File: src/rtl/banked_status_register_if.sv
// Flag/exception port bundle between the EX stage, the exception unit and the
// banked status register. Clock and reset stay as plain ports on the block.
interface banked_status_register_if #(
    parameter int FLAG_W    = 4,
    parameter int NUM_BANKS = 4
);
    localparam int BANK_W = $clog2(NUM_BANKS);

    logic [FLAG_W-1:0] status_input;
    logic [FLAG_W-1:0] flag_wr_mask;
    logic              do_update_sr;
    logic [FLAG_W-1:0] spsr_input;
    logic              spsr_wr;
    logic              exc_enter;
    logic [BANK_W-1:0] exc_bank;
    logic              exc_return;
    logic [FLAG_W-1:0] status_output;
    logic [FLAG_W-1:0] spsr_output;
    logic [BANK_W-1:0] cur_bank;
    logic              bank_err;

    modport master (
        output status_input, flag_wr_mask, do_update_sr,
        output spsr_input, spsr_wr,
        output exc_enter, exc_bank, exc_return,
        input  status_output, spsr_output, cur_bank, bank_err
    );

    modport slave (
        input  status_input, flag_wr_mask, do_update_sr,
        input  spsr_input, spsr_wr,
        input  exc_enter, exc_bank, exc_return,
        output status_output, spsr_output, cur_bank, bank_err
    );
endinterface

File: src/rtl/banked_status_register.sv
// Status flags with one saved-status slot per privileged bank. Supports masked
// flag updates, exception entry (save + switch) and return (restore + switch back).
module banked_status_register #(
    parameter int FLAG_W    = 4,
    parameter int NUM_BANKS = 4
) (
    input logic                     clk,
    input logic                     rst,
    banked_status_register_if.slave bus
);
    localparam int BANK_W = $clog2(NUM_BANKS);

    logic [FLAG_W-1:0] status_q;
    logic [BANK_W-1:0] cur_bank_q;
    logic              bank_err_q;

    // Slot 0 belongs to the user bank; it is never written outside reset and never read.
    logic [FLAG_W-1:0] saved_flags [NUM_BANKS];
    logic [BANK_W-1:0] saved_bank  [NUM_BANKS];

    logic bank_legal;
    logic in_user_bank;
    logic enter_ok;
    logic return_ok;
    logic update_ok;
    logic spsr_ok;
    logic err_next;

    // Priority decode: an asserted exc_enter swallows everything below it even when
    // its target bank is illegal, and exc_return likewise swallows the update path.
    always_comb begin
        bank_legal   = 1'b0;
        in_user_bank = 1'b0;
        enter_ok     = 1'b0;
        return_ok    = 1'b0;
        update_ok    = 1'b0;
        spsr_ok      = 1'b0;
        err_next     = 1'b0;

        bank_legal   = (bus.exc_bank != '0) && (int'(bus.exc_bank) < NUM_BANKS);
        in_user_bank = (cur_bank_q == '0);

        if (bus.exc_enter) begin
            enter_ok = bank_legal;
            err_next = !bank_legal;
        end else if (bus.exc_return) begin
            return_ok = !in_user_bank;
            err_next  = in_user_bank;
        end else begin
            update_ok = bus.do_update_sr;
            spsr_ok   = bus.spsr_wr && !in_user_bank;
            err_next  = bus.spsr_wr && in_user_bank;
        end
    end

    always_ff @(negedge clk) begin
        if (rst) begin
            status_q   <= '0;
            cur_bank_q <= '0;
            bank_err_q <= 1'b0;
            for (int b = 0; b < NUM_BANKS; b++) begin
                saved_flags[b] <= '0;
                saved_bank[b]  <= '0;
            end
        end else begin
            bank_err_q <= err_next;
            if (enter_ok) begin
                saved_flags[bus.exc_bank] <= status_q;
                saved_bank[bus.exc_bank]  <= cur_bank_q;
                cur_bank_q                <= bus.exc_bank;
            end else if (return_ok) begin
                status_q   <= saved_flags[cur_bank_q];
                cur_bank_q <= saved_bank[cur_bank_q];
            end else begin
                if (update_ok) begin
                    status_q <= (status_q & ~bus.flag_wr_mask) |
                                (bus.status_input & bus.flag_wr_mask);
                end
                if (spsr_ok) begin
                    saved_flags[cur_bank_q] <= bus.spsr_input;
                end
            end
        end
    end

    assign bus.status_output = status_q;
    assign bus.spsr_output   = (cur_bank_q == '0) ? '0 : saved_flags[cur_bank_q];
    assign bus.cur_bank      = cur_bank_q;
    assign bus.bank_err      = bank_err_q;
endmodule

File: src/flat_wrapper.sv
// flat-port wrapper written by rule: the top's interface ports become plain ports
module banked_status_register_flat 
#(
    parameter int FLAG_W    = 4,
    parameter int NUM_BANKS = 4
)
  (clk, rst, bus_status_input, bus_flag_wr_mask, bus_do_update_sr, bus_spsr_input, bus_spsr_wr, bus_exc_enter, bus_exc_bank, bus_exc_return, bus_status_output, bus_spsr_output, bus_cur_bank, bus_bank_err);
  banked_status_register_if #(.FLAG_W(FLAG_W), .NUM_BANKS(NUM_BANKS)) bus_i ();
  input logic clk;
  input logic rst;
  input wire logic [$bits(bus_i.status_input)-1:0] bus_status_input;
  input wire logic [$bits(bus_i.flag_wr_mask)-1:0] bus_flag_wr_mask;
  input wire logic [$bits(bus_i.do_update_sr)-1:0] bus_do_update_sr;
  input wire logic [$bits(bus_i.spsr_input)-1:0] bus_spsr_input;
  input wire logic [$bits(bus_i.spsr_wr)-1:0] bus_spsr_wr;
  input wire logic [$bits(bus_i.exc_enter)-1:0] bus_exc_enter;
  input wire logic [$bits(bus_i.exc_bank)-1:0] bus_exc_bank;
  input wire logic [$bits(bus_i.exc_return)-1:0] bus_exc_return;
  output wire logic [$bits(bus_i.status_output)-1:0] bus_status_output;
  output wire logic [$bits(bus_i.spsr_output)-1:0] bus_spsr_output;
  output wire logic [$bits(bus_i.cur_bank)-1:0] bus_cur_bank;
  output wire logic [$bits(bus_i.bank_err)-1:0] bus_bank_err;
  assign bus_i.status_input = bus_status_input;
  assign bus_i.flag_wr_mask = bus_flag_wr_mask;
  assign bus_i.do_update_sr = bus_do_update_sr;
  assign bus_i.spsr_input = bus_spsr_input;
  assign bus_i.spsr_wr = bus_spsr_wr;
  assign bus_i.exc_enter = bus_exc_enter;
  assign bus_i.exc_bank = bus_exc_bank;
  assign bus_i.exc_return = bus_exc_return;
  assign bus_status_output = bus_i.status_output;
  assign bus_spsr_output = bus_i.spsr_output;
  assign bus_cur_bank = bus_i.cur_bank;
  assign bus_bank_err = bus_i.bank_err;
  banked_status_register #(.FLAG_W(FLAG_W), .NUM_BANKS(NUM_BANKS)) u_core (.clk(clk), .rst(rst), .bus(bus_i));
endmodule
File: config.mk
export PLATFORM = sky130hd
export DESIGN_NAME = banked_status_register_flat
export DESIGN_NICKNAME = d
export VERILOG_FILES = /design/src/rtl/banked_status_register_if.sv /design/src/rtl/banked_status_register.sv /design/src/flat_wrapper.sv
export SDC_FILE = /design/constraint.sdc
export NUM_CORES = 1
export LEC_CHECK = 0
export CORE_MARGIN = 4
export CORE_UTILIZATION = 39
export CTS_BUF_LIST = sky130_fd_sc_hd__clkbuf_8
export DETAILED_ROUTE_END_ITERATION = 8
export PLACE_DENSITY = 0.62
export SLEW_MARGIN = 0
export SYNTH_ARGS = -nofsm -noshare
export SYNTH_HDL_FRONTEND = slang
export SYNTH_SLANG_ARGS = --single-unit
File: constraint.sdc
create_clock -name clk -period 3.9 [get_ports clk]
set_clock_uncertainty 0.05 [all_clocks]
set_input_delay 0.78 -clock clk [delete_from_list [all_inputs] [get_ports clk]]
set_output_delay 0.78 -clock clk [all_outputs]
set_load 0.01 [all_outputs]
==> After elaboration in Yosys (flattened, before gate mapping) <==
Memories as Yosys holds them, arrays and structs flattened. A register that Yosys moved wholly into a read port is not among the register bits.
Cells that the tools add are included.
{ "word_totals": {"out_inout_bits": 11, "regBits": 7, "memories": 2, "in_bits": 20, "ram_bits": 24} }
{ "mem_list": {"columns": ["memory", "depth", "word_bits", "rd", "rd_ports_with_merged_regs", "write_ports", "line", "source"], "rows": [
  ["u_core.saved_flags", 4, 4, 1, 1, 4, "banked_status_register.sv:18", "logic [FLAG_W-1:0] saved_flags [NUM_BANKS];"],
  ["u_core.saved_bank", 4, 2, 1, 1, 4, "banked_status_register.sv:19", "logic [BANK_W-1:0] saved_bank [NUM_BANKS];"]
]} }
{ "classes": {"bitwise": 5, "n_mux": 37, "reduce_logical": 12} }
{ "ops": {"columns": ["cell", "count"], "rows": [
  ["2-to-1 mux 1 bit", 22],
  ["2-to-1 mux 2 bit", 10],
  ["2-to-1 mux 4 bit", 5],
  ["bitwise AND 4 bit", 2],
  ["OR reduction 4 bit", 2],
  ["nonzero test 2 bit", 3],
  ["NOT 4 bit", 1],
  ["bitwise OR 4 bit", 1],
  ["logical AND 1 bit", 2],
  ["logical NOT 1 bit", 2],
  ["logical NOT 2 bit", 1],
  ["AND reduction 2 bit", 1],
  ["OR reduction 2 bit", 1],
  ["NOT 1 bit", 1]
]} }

==> Depth between registers and ports, before layout <==
Gate-level depths: netlist of the first run.
{ "logic_depth": {"word_depth": 12, "depth_mapped": 5} }

==> results of run 1 <==
==> synthesized netlist by cell type, types with 2 or more instances <==
cell type,count
sky130_fd_sc_hd__a211o_1,2
sky130_fd_sc_hd__a21o_1,2
sky130_fd_sc_hd__a21oi_1,3
sky130_fd_sc_hd__a221oi_1,4
sky130_fd_sc_hd__a22o_1,4
sky130_fd_sc_hd__a22oi_1,2
sky130_fd_sc_hd__a32o_1,8
sky130_fd_sc_hd__and2_1,5
sky130_fd_sc_hd__and3b_1,4
sky130_fd_sc_hd__buf_6,2
sky130_fd_sc_hd__clkbuf_1,4
sky130_fd_sc_hd__dfxtp_1,9
sky130_fd_sc_hd__edfxtp_1,24
sky130_fd_sc_hd__inv_1,5
sky130_fd_sc_hd__mux2i_1,2
sky130_fd_sc_hd__mux4_2,6
sky130_fd_sc_hd__nand2b_1,3
sky130_fd_sc_hd__nand3_1,5
sky130_fd_sc_hd__nor2_1,8
sky130_fd_sc_hd__nor2_2,2
sky130_fd_sc_hd__nor3_1,4
sky130_fd_sc_hd__nor4_1,4
sky130_fd_sc_hd__o21ai_2,2
sky130_fd_sc_hd__or2_2,2
==> metrics by stage <==
step / cell area, sq um / setup TNS, ns / power [uW] / hold slack [ns]
after CTS: 2430 / -1.64 / 965 / 0.608
after global placement: 2200 / -19.12 / 623 / 0.599
after floorplan: 1670 / -0.922 / 541 / 0.613
final: 2430 / -1.61 / 954 / 0.608
after detailed placement: 2200 / -21.24 / 628 / 0.598
after global routing: 2430 / -1.89 / 1040 / 0.628
==> logic make-up (layout without fill, tap and decap cells) <==
family          Yosys count  after routing  synth area share, %
flops                    33             33                 55.4
buf+inv                  13            106                 4.00
compound gates           29             29                 15.3
mux                       8              8                 9.55
other cells               1              6                0.231
simple gates             42             42                 15.5
==> final cells by class <==
class	count	area (sq um)
multi-input cells	85	714
flip-flops and latches	33	905
repair buffers	61	529
clock inverters	36	139
well taps	50	62.6
inverters	4	15.0
clock buffers	5	68.8
fillers	352	1600
==> layout by cell type, fill, tap and decap left out, drive strengths merged, types with 3 or more instances in the layout <==
cell type	Yosys	layout
a21oi	3	3
a221oi	4	4
a22o	4	4
a32o	8	8
and2	5	5
and3b	4	4
buf	4	35
clkbuf	4	8
clkdlybuf4s50	0	13
conb	1	6
dfxtp	9	9
dlygate4sd2	0	7
edfxtp	24	24
inv	5	39
mux4	6	6
nand2b	3	3
nand3	5	5
nor2	10	10
nor3	4	4
nor4	4	4
==> timing repair <==
| item | CTS | global route |
|---|---|---|
| setup buffers | 2 | 1 |
| pin swaps | 9 | 3 |
| resized for setup | 41 | 7 |
| endpoints found under the setup margin | 40 | 13 |
| endpoints found under the hold margin | 0 | 0 |
==> where the power goes <==
group / total [uW] / leakage, uW / switching, uW / internal [uW]
sequential: 415 / 0.000322 / 12.6 / 403
clock: 381 / 0.000222 / 214 / 167
combinational: 158 / 0.000598 / 68.6 / 89.2
total: 954 / 0.00114 / 295 / 658
==> metal layers <==
layer | routed length [microns] | GRT usage (%) | vias to the layer above
met1 | 1690 | 19.4 | 679
met3 | 296 | 8.59 | 9
met2 | 2150 | 29.1 | 57
met4 | 90 | 10.2 | 0
li1 | - | - | 693
met5 | 0 | 0 | -
==> final timing paths <==
kind	to	cells after the start
max	bus_spsr_output[1]	3
min	u_core.saved_flags[3][3]	1
max reg2reg	flip-flop	5
min reg2reg	u_core.saved_flags[3][3]	1
==> reports/qor.txt, run 1 <==
Status - finished, violations left
Failing checks - negative setup slack
Non-filler cells in the finished layout - 274
DP Wirelength - 3.13 mm
Ant. Diodes - 0
Critical-path cell with the highest stage delay - sky130_fd_sc_hd__mux4_2
Y dimension of the die - 72.6 microns
CTS Hold Bufs - 0
Layout overhead on the synthesized area - 49.7%
Sequential element share of the synthesized area - 55.4%
Maximum number of pins on one net before global-route repair - 18
Leakage power of the design - 0.00114 uW
Count of TritonRoute iterations in the first routing pass - 4
RD Place Congestion - 0.808
Endpoint class of the critical path - output port
Clock latency reported for the late side of the worst-skew pair - 0.36 ns
EDFF count, synth - 24
Clock root buffer - sky130_fd_sc_hd__clkbuf_8
Post-place setup slack - -0.611 ns
Clk pin slew, worst setup/hold paths - 0.05 ns
Ratio of routed vias to standard cells - 5.25
Flop and latch count out of synthesis - 33
Synthesized area per cell - 12.9 sq um
Number of max-cap violations - 0
Via count of the first global-routing pass - 1599
Vias - 1438
Nets - 243
Number of instances in the synthesized netlist - 126
Power density over cell area - 392 nW/um^2
Die Area - 5260 sq um
VDD IR-drop max - 0.210 mV
Cells along the critical path - mux4_2, and2_4, buf_6
Syn Std Cell Area - 1630 sq um
Number of buffers added by the clock tree synthesis step - 5
RSZ-0062 raised after global routing - yes
Number of design-rule violations left by the first detailed-router iteration - 84
Aggregate routed wire length - 4.22 mm
Number of antenna violations at the first check in global routing - 0
Startpoint type of the worst setup path - flip-flop
Required arrival time at the worst endpoint - 3.07 ns
Residual overflow from global routing - 0
First-pass GRT wire length - 7.14 mm
Final setup slack of the worst path - -0.407 ns
Total core area - 4030 sq um
Clock tree from TritonCTS - yes
Arr. time, crit path - 3.48 ns
Fraction of layout cells with a size suffix above 1 - 29.9%
Top area cells in the synthesized netlist - sky130_fd_sc_hd__edfxtp_1, sky130_fd_sc_hd__dfxtp_1, sky130_fd_sc_hd__mux4_2
Die outline width - 72.6 microns
Number of top-level design ports - 31
Starting density of the core - 40.3%
Proportion of synthesized flip-flops having asynchronous set or reset - 0%
Final ANT Viol Nets - 0
Number of placement rows - 23
Slack of the worst reg-to-reg path - 2.32 ns
Htree depth - 2
Maximum buffer depth of the clock tree - 2
Top cell type by total area after synthesis - sky130_fd_sc_hd__edfxtp_1
Type of the worst setup path - reg2out
Overall fraction of global-route tracks in use - 18.1%
CTS sink cnt - 33
Final setup fails - 4
Number of placed cells counting well taps - 231
Count of buffers inserted at the top-level ports - 30
Predominant post-synthesis flop cell - sky130_fd_sc_hd__edfxtp_1
DRC violation count after routing - 0
Worst Hold Class - reg2reg
Final Hold Viols - 0
Number of different library cells in the post-synthesis netlist - 34
Largest delay share family, worst path - multiplexers
Delay of the slowest critical-path stage - 0.52 ns
Wire length per cell after detailed routing - 15.4 microns
Largest fanout on the critical path - 5
Portion of synthesized cell area occupied by the leading cell type - 44.3%
Warnings from Yosys - 0
Max Slew Vio Count - 0
Worst path bufs/invs - 1
Finished Core Util - 60.4%
Note: power is estimated with default switching activity, not from simulation.
==> run 2: changes to the inputs <==
- PLACE_DENSITY: 0.62 -> default
- PLACE_DENSITY_LB_ADDON: default -> 0.1
- SLEW_MARGIN: 0 -> 10
==> reports/qor.txt, run 2 (synthesis results as in run 1) <==
Required arrival time at the worst endpoint - 3.07 ns (about the same)
Failing checks - negative setup slack
First-pass GRT wire length - 7.11 mm (-0.39%)
RD Place Congestion - 0.785 (-2.8%)
Worst path bufs/invs - 1 (unchanged)
Largest fanout on the critical path - 5 (unchanged)
Critical-path cell with the highest stage delay - sky130_fd_sc_hd__mux4_2
Number of top-level design ports - 31 (unchanged)
Clk pin slew, worst setup/hold paths - 0.04 ns (about the same)
Number of max-cap violations - 0 (unchanged)
Endpoint class of the critical path - output port
RSZ-0062 raised after global routing - yes
Most common library cell in the layout ignoring fill and taps - sky130_fd_sc_hd__inv_1
Nets - 245 (+0.82%)
Number of design-rule violations left by the first detailed-router iteration - 72 (-14%)
Clock root buffer - sky130_fd_sc_hd__clkbuf_8
Multi-input combinational cell area - 713 sq um (-0.18%)
Ratio of routed vias to standard cells - 5.19 (-1.1%)
Number of antenna violations at the first check in global routing - 0 (unchanged)
VDD IR-drop max - 0.257 mV (+22%)
Final design area excluding fillers - 2450 sq um (+0.62%)
Ant. Diodes - 0 (unchanged)
Number of placement rows - 23 (unchanged)
Maximum buffer depth of the clock tree - 2 (unchanged)
Worst Hold Class - reg2reg
Fraction of layout cells with a size suffix above 1 - 29.8% (-0.13 points)
Startpoint type of the worst setup path - flip-flop
Count of buffers inserted at the top-level ports - 30 (unchanged)
Final setup slack of the worst path - -0.413 ns (-0.00557 ns)
Htree depth - 2 (unchanged)
Largest delay share family, worst path - multiplexers
Die Area - 5260 sq um (unchanged)
Die outline width - 72.6 microns (unchanged)
Max Slew Vio Count - 0 (unchanged)
Final ANT Viol Nets - 0 (unchanged)
Residual overflow from global routing - 0 (unchanged)
DRC violation count after routing - 0 (unchanged)
DP Wirelength - 3.21 mm (+2.7%)
Final setup fails - 4 (unchanged)
Layout overhead on the synthesized area - 50.7%
Aggregate routed wire length - 4.43 mm (+5.0%)
Wire length per cell after detailed routing - 16.1 microns (+4.6%)
Clock tree from TritonCTS - yes
Leading cell types in the layout, fill and taps excluded - sky130_fd_sc_hd__inv_1, sky130_fd_sc_hd__buf_4, sky130_fd_sc_hd__edfxtp_1
Total core area - 4030 sq um (unchanged)
Power density over cell area - 387 nW/um^2 (-1.2%)
Overall fraction of global-route tracks in use - 18.4% (+0.34 points)
Cells along the critical path - mux4_2, and2_4, buf_6
Arr. time, crit path - 3.48 ns (about the same)
Count of TritonRoute iterations in the first routing pass - 4 (unchanged)
Delay of the slowest critical-path stage - 0.53 ns (about the same)
Count of filler cells inserted in the layout - 355 (+0.85%)
Y dimension of the die - 72.6 microns (unchanged)
Leakage power of the design - 0.00115 uW (+0.42%)
Storage element area - 906 sq um (+0.14%)
Status - finished, violations left
DP Area - 2220 sq um (+0.68%)
Starting density of the core - 40.3% (unchanged)
CTS Hold Bufs - 0 (unchanged)
Clock latency reported for the late side of the worst-skew pair - 0.34 ns (-0.02 ns)
Final Hold Viols - 0 (unchanged)
CTS sink cnt - 33 (unchanged)
Vias - 1427 (-0.76%)
Type of the worst setup path - reg2out
Number of buffers added by the clock tree synthesis step - 5 (unchanged)
Via count of the first global-routing pass - 1541 (-3.6%)
Sum Neg Setup Slack - -1.62 ns (-0.00780 ns)
Maximum number of pins on one net before global-route repair - 12 (-6)
[run 2: changes by cell type in the layout (fill, tap and decap cells not counted), sizes merged]
cell | previous run | this run
dlymetal6s2s | 1 | 0
clkdlybuf4s15 | 2 | 4
buf | 35 | 37
inv | 39 | 38
dlygate4sd2 | 7 | 8
clkbuf | 8 | 6
[run 2: timing repair]
item                                    CTS  global route
endpoints found under the setup margin   39            13
resized for setup                        43             4
setup buffers                             2             1
pin swaps                                 9             3
[run 2: report_power, final]
group | internal, uW | switching [uW] | total (uW) | leakage, uW
combinational | 92.4 | 71.7 | 164 | 0.000607
clock | 163 | 206 | 369 | 0.000217
sequential | 403 | 12.5 | 415 | 0.000322
[run 2: final timing paths]
kind,endpoint,slack (ns),from,cells after the start
max reg2reg,flip-flop,2.20,flip-flop,6
min reg2reg,u_core.saved_flags[3][1],0.56,flip-flop,1
min,u_core.saved_flags[3][1],0.56,flip-flop,1
max,bus_spsr_output[1],-0.41,flip-flop,3
[run 2: worst reg2reg max path, stage by stage, from the launching register on]
cell	delay, ns
sky130_fd_sc_hd__dfxtp_4	0.39
sky130_fd_sc_hd__mux4_2	0.52
sky130_fd_sc_hd__buf_4	0.15
sky130_fd_sc_hd__buf_4	0.12
sky130_fd_sc_hd__buf_4	0.13
sky130_fd_sc_hd__nor3_1	0.13
sky130_fd_sc_hd__nor4_1	0.07
[run 2: metal layers]
metal | up-vias | routed length (microns) | GRT usage (%)
li1 | 695 | - | -
met1 | 679 | 1920 | 21.3
met2 | 49 | 2220 | 30.1
met3 | 4 | 250 | 6.79
met4 | 0 | 40 | 9.02
met5 | - | 0 | 0
[run 2: final cells by class]
cell class | count | share of cell area, %
clock inverter | 35 | 5.42
timing repair buffer | 63 | 22.5
inverter | 4 | 0.613
multi-input combinational | 85 | 29.1
sequential | 33 | 37.0
tap | 50 | 2.55
clock buffer | 5 | 2.81
[run 2: stage by stage]
| stage | power (uW) | util, % | instances | hold WS (ns) | worst slack [ns] |
|---|---|---|---|---|---|
| after floorplan | 541 | - | 131 | 0.613 | -0.0774 |
| final | 948 | 60.8 | 275 | 0.561 | -0.413 |
| after detailed placement | 631 | 55.1 | 233 | 0.609 | -0.605 |
| after CTS | 960 | 60.6 | 274 | 0.562 | -0.429 |
| after global routing | 1020 | 60.8 | 275 | 0.591 | -0.471 |
| after global placement | 626 | 55.1 | 233 | 0.607 | -0.552 |
